### src/rtl/smc_stream.sv
// Streaming MOSFET calculator: sorts per-device ID/gm, sums scaled top/bottom SEL_K.
// Define SMC_SAT_CNT_EN to add the out_sat_cnt saturation-device counter.
module smc_stream #(
  parameter int NUM_DEV = 6,
  parameter int IN_W    = 3,
  parameter int SEL_K   = 3,
  parameter int OUT_W   = 10
) (
  input  logic                 clk,
  input  logic                 rst,
  input  logic                 in_valid,
  output logic                 in_ready,
  input  logic [1:0]           mode,
  input  logic [IN_W-1:0]      W,
  input  logic [IN_W-1:0]      V_GS,
  input  logic [IN_W-1:0]      V_DS,
  output logic                 out_valid,
  input  logic                 out_ready,
  output logic [OUT_W-1:0]     out_n
`ifdef SMC_SAT_CNT_EN
  ,
  output logic [$clog2(NUM_DEV+1)-1:0] out_sat_cnt
`endif
);

  localparam int VAL_W = 3 * IN_W;
  localparam int CW    = $clog2(NUM_DEV + 1);
  localparam int KW    = $clog2(SEL_K + 1);
  localparam int IW    = $clog2(NUM_DEV);
  localparam int XW    = VAL_W + OUT_W + KW;

  typedef enum logic [1:0] {
    S_IDLE,
    S_COLLECT,
    S_ACCUM,
    S_OUT
  } state_t;

  state_t             r_state;
  logic               r_in_ready;
  logic               r_out_valid;
  logic [OUT_W-1:0]   r_out_n;
  logic [1:0]         r_mode;
  logic [CW-1:0]      r_cnt;
  logic [KW-1:0]      r_k;
  logic [OUT_W-1:0]   r_acc;
  logic [VAL_W-1:0]   r_buf [NUM_DEV];
`ifdef SMC_SAT_CNT_EN
  logic [CW-1:0]      r_sat;
`endif

  logic [VAL_W-1:0]   w_w, w_vgs, w_vds, w_vt, w_val;
  logic               w_cut, w_sat, w_md;
  logic [CW-1:0]      w_n;
  logic               w_ge  [NUM_DEV];
  logic [VAL_W-1:0]   w_ins [NUM_DEV];
  logic [IW-1:0]      w_idx;
  logic [VAL_W-1:0]   w_div;
  logic [XW-1:0]      w_wt;
  logic [OUT_W-1:0]   w_term;
  logic [OUT_W-1:0]   w_acc_nx;
  logic               w_acc_in;

  assign w_acc_in = in_valid && r_in_ready;

  // Device model; the first beat uses the live mode, later beats the latched one
  always_comb begin
    w_w   = VAL_W'(W);
    w_vgs = VAL_W'(V_GS);
    w_vds = VAL_W'(V_DS);
    w_vt  = w_vgs - VAL_W'(1);
    w_cut = (V_GS <= IN_W'(1));
    w_sat = !w_cut && (w_vt <= w_vds);
    w_md  = (r_state == S_IDLE) ? mode[0] : r_mode[0];
    w_val = '0;
    if (w_cut)
      w_val = '0;
    else if (w_sat)
      w_val = w_md ? w_w * w_vt * w_vt
                   : (w_w * w_vt) << 1;
    else
      w_val = w_md ? w_w * w_vds * ((w_vt << 1) - w_vds)
                   : (w_w * w_vds) << 1;
  end

  // Insertion into descending buffer; equal entries keep precedence
  always_comb begin
    w_n = (r_state == S_IDLE) ? '0 : r_cnt;
    for (int i = 0; i < NUM_DEV; i++)
      w_ge[i] = (CW'(i) < w_n) && (r_buf[i] >= w_val);
    w_ins[0] = w_ge[0] ? r_buf[0] : w_val;
    for (int i = 1; i < NUM_DEV; i++)
      w_ins[i] = w_ge[i]   ? r_buf[i] :
                 w_ge[i-1] ? w_val    : r_buf[i-1];
  end

  always_comb begin
    w_idx    = r_mode[1] ? IW'(r_k)
                         : IW'(NUM_DEV - SEL_K) + IW'(r_k);
    w_div    = r_buf[w_idx] / VAL_W'(3);
    w_wt     = r_mode[0] ? XW'(r_k) + XW'(3) : XW'(1);
    w_term   = OUT_W'(XW'(w_div) * w_wt);
    w_acc_nx = r_acc + w_term;
  end

  always_ff @(posedge clk or posedge rst) begin
    if (rst) begin
      r_state     <= S_IDLE;
      r_in_ready  <= 1'b0;
      r_out_valid <= 1'b0;
      r_out_n     <= '0;
      r_mode      <= '0;
      r_cnt       <= '0;
      r_k         <= '0;
      r_acc       <= '0;
      for (int i = 0; i < NUM_DEV; i++)
        r_buf[i] <= '0;
`ifdef SMC_SAT_CNT_EN
      r_sat       <= '0;
`endif
    end else begin
      unique case (r_state)
        S_IDLE: begin
          r_in_ready <= 1'b1;
          if (w_acc_in) begin
            r_mode <= mode;
            r_buf  <= w_ins;
            r_cnt  <= CW'(1);
            r_acc  <= '0;
            r_k    <= '0;
`ifdef SMC_SAT_CNT_EN
            r_sat  <= CW'(w_sat);
`endif
            if (NUM_DEV == 1) begin
              r_state    <= S_ACCUM;
              r_in_ready <= 1'b0;
            end else begin
              r_state    <= S_COLLECT;
            end
          end
        end
        S_COLLECT: begin
          if (w_acc_in) begin
            r_buf <= w_ins;
            r_cnt <= r_cnt + CW'(1);
`ifdef SMC_SAT_CNT_EN
            r_sat <= r_sat + CW'(w_sat);
`endif
            if (r_cnt == CW'(NUM_DEV - 1)) begin
              r_state    <= S_ACCUM;
              r_in_ready <= 1'b0;
            end
          end
        end
        S_ACCUM: begin
          r_acc <= w_acc_nx;
          r_k   <= r_k + KW'(1);
          if (r_k == KW'(SEL_K - 1)) begin
            r_state     <= S_OUT;
            r_out_valid <= 1'b1;
            r_out_n     <= w_acc_nx;
          end
        end
        S_OUT: begin
          if (out_ready) begin
            r_state     <= S_IDLE;
            r_out_valid <= 1'b0;
            r_in_ready  <= 1'b1;
            r_cnt       <= '0;
            for (int i = 0; i < NUM_DEV; i++)
              r_buf[i] <= '0;
          end
        end
        default: r_state <= S_IDLE;
      endcase
    end
  end

  assign in_ready  = r_in_ready;
  assign out_valid = r_out_valid;
  assign out_n     = r_out_n;
`ifdef SMC_SAT_CNT_EN
  assign out_sat_cnt = r_sat;
`endif

endmodule

### config.mk
export PLATFORM = sky130hd
export DESIGN_NAME = smc_stream
export DESIGN_NICKNAME = d
export VERILOG_FILES = /design/src/rtl/smc_stream.sv
export SDC_FILE = /design/constraint.sdc
export NUM_CORES = 1
export LEC_CHECK = 0
export CAP_MARGIN = 20
export CORE_MARGIN = 2
export CORE_UTILIZATION = 50
export DETAILED_ROUTE_END_ITERATION = 10
export GPL_TIMING_DRIVEN = 1
export HOLD_SLACK_MARGIN = 0.12
export PLACE_DENSITY_LB_ADDON = 0.05
export SYNTH_ARGS = -nofsm -noshare
export SYNTH_HDL_FRONTEND = slang
export SYNTH_SLANG_ARGS = --single-unit
### constraint.sdc
create_clock -name clk -period 15.1 [get_ports clk]
set_clock_uncertainty 0.15 [all_clocks]
set_input_delay 1.51 -clock clk [delete_from_list [all_inputs] [get_ports clk]]
set_output_delay 1.51 -clock clk [all_outputs]
set_load 0.05 [all_outputs]
==> out/metrics.csv <==
metric,value,unit
Final period util,77.0,%
sequential-to-total area share from yosys stat,20.3,%
Worst Slack Setup Final,3.47,ns
drt wl/cell,17.9,µm
total track usage,25.2,%
total overflow reported by the global router,0,
slew of the pin with the lowest slew margin,1.04,ns
CP dominant cell by count,inv_1,
Synth Register Bits,85,
CTS Hold Bufs,0,
CP startpoint kind,flop,
CP required,15.20,ns
"Reg clk slew, reported paths",0.07,ns
"top cells by area, synth","dfrtp_1 20%, ha_1 16%, fa_1 9.2%",
Final min period,11.63,ns
Final TNS setup,0,ns
final number of hold-violating endpoints,0,
FMAX,86.0,MHz
post-synth top area share,20.3,%
Synth cell types,87,
"Slowest-stage cell, CP",dfrtp_1,
Post-DP HPWL,20700,µm
vias in the first global route,8589,
"commonest non-fill, non-tap cell in the layout",nand2_1,
vias,8778,
Synth Flop Type,dfrtp_1,
antenna violations before repair,0,
vias per inst,5.94,
leading area contributor after synthesis,dfrtp_1,
Cells after Synth,1213,
status,finished clean,
placed cell area,0.0109,mm²
Crit path arrival time,11.73,ns
RePlAce Congestion,0.888,
number of synthesized flops with an enable pin,0,
Root Buffer,clkbuf_16,
clk sinks,85,
Initial Util,51.3,%
Crit Path Max Fanout,26,
worst hold path class,flop to flop,
critical path capture point type,flop,
Final Util,55.0,%
post-CTS sizing,0,
delay of the slowest critical-path stage,0.96,ns
IO buf count,26,
syn nets,1406,
mapped cell area,0.0105,mm²
max cap viols,0,
clk_lat worst skew,0.37,ns
Slew headroom,28.6,%
Ports,27,
first-pass GRT wire length,44600,µm
Setup Viol. Count Final,0,
DR pass1 iterations,5,
ANT cells,0,
Post-CTS Setup Bufs,0,
post-route ant nets,0,
core area,0.0204,mm²
CTS H-tree depth,3,
worst slack at placement,3.48,ns
die height,149,µm
fin area,0.0112,mm²
Die W,149,µm
# rows,52,
crit path kind,flop to flop,
fraction of registers with async set/reset,100,%
Total Wirelength,26500,µm
DR DRC count,0,
Final Max Slew Viols,0,
syn avg cell area,8.64,µm²
largest net degree at the start of global routing,60,
Nets,1397,
CTS Buffer Depth,2,
Layout area overhead,7.10,%
Worst path top cell family by delay,simple AND/OR/NAND/NOR gates,
number of CTS-inserted buffers,9,
most frequent cells in the layout,"141 x nand2_1, 129 x ha_1, 96 x inv_1, 85 x dfrtp_1, 68 x a21oi_1",
Initial DRC Count,669,
CP bufs+invs,6,
RSZ-0062 raised after global routing,false,
die area,0.0221,mm²
share of post-route cells with drive strength above 1,7.78,%
Fillers,1931,
CTS tree,built,
yosys warns,0,
per-stage QoR:
step	hold slack, ns	instances
detailed placement	0.323	1462
CTS	0.341	1478
global placement	0.318	1461
finish	0.333	1479
global route	0.377	1479
floorplan	0.317	1213
tightest hold or removal path: stages (launching register included):
cell and delay [ns]:
dfrtp_1 0.35, nand2_1 0.04, o21ai_0 0.06
per-layer routing:
metal	track usage [%]	share of wire, %
met5	0	0
met4	7.00	2.4
met3	3.12	4.6
met2	41.6	47
met1	34.9	46
synthesized netlist by cell type (3+ instances only):
cell type	n
a211oi_1	9
a21boi_0	3
a21o_1	19
a21oi_1	68
a221o_1	3
a222oi_1	7
a22o_1	10
a31o_2	3
a31oi_1	5
and2_1	20
and3_1	12
and4_1	3
buf_1	5
buf_2	7
buf_4	5
buf_6	3
clkbuf_1	39
dfrtp_1	85
fa_1	48
ha_1	130
inv_1	97
mux2_1	4
mux2_2	31
mux2_4	3
mux2i_1	37
mux4_2	3
nand2_1	141
nand2b_1	33
nand3_1	21
nand4_1	9
nor2_1	64
nor2b_1	37
nor3_1	10
nor3b_2	3
o211ai_1	8
o21ai_0	66
o21ai_1	6
o21bai_1	3
o31ai_1	47
or3_1	3
xnor2_1	33
xor2_1	13
final cells by class:
| type | instances | area (µm²) | share of cell area, % |
|---|---|---|---|
| clock inverter | 7 | 81.3 | 0.724 |
| inverter | 97 | 365 | 3.25 |
| tap | 270 | 338 | 3.01 |
| multi-input combinational | 972 | 7730 | 68.9 |
| timing repair buffer | 39 | 358 | 3.19 |
| sequential | 85 | 2130 | 18.9 |
| clock buffer | 9 | 225 | 2.01 |
final timing paths:
check                          from        end  slack, ns  depth (start not counted)
hold reg to reg            out_n[2]   out_n[2]       0.33                          2
setup / recovery             r_k[0]   out_n[9]       3.47                         41
max in group asynchronous       rst  r_buf[44]      12.29                          3
min in group asynchronous       rst   out_n[9]       1.32                          2
setup reg to reg             r_k[0]   out_n[9]       3.47                         41
hold / removal             out_n[2]   out_n[2]       0.33                          2
cells by family after synthesis:
kind of cell,share of synthesized area (%)
and+or+nand+nor,18.4
buffers and inverters,6.06
AOI/OAI and AO/OA,18.3
muxes,8.37
xor gates and xnor gates,3.84
DFF,20.3
adders and majority gates,24.8
state kept, by name, summed over array words and instances, names as in the netlist:
register / cells
r_acc: 10
out_n: 10
out_valid: 1
r_cnt: 3
r_state: 2
r_mode: 2
r_k: 2
in_ready: 1
r_buf: 54
Power is not shown: default switching activity piles up to over one toggle a cycle in this logic, so the estimate is an artifact.
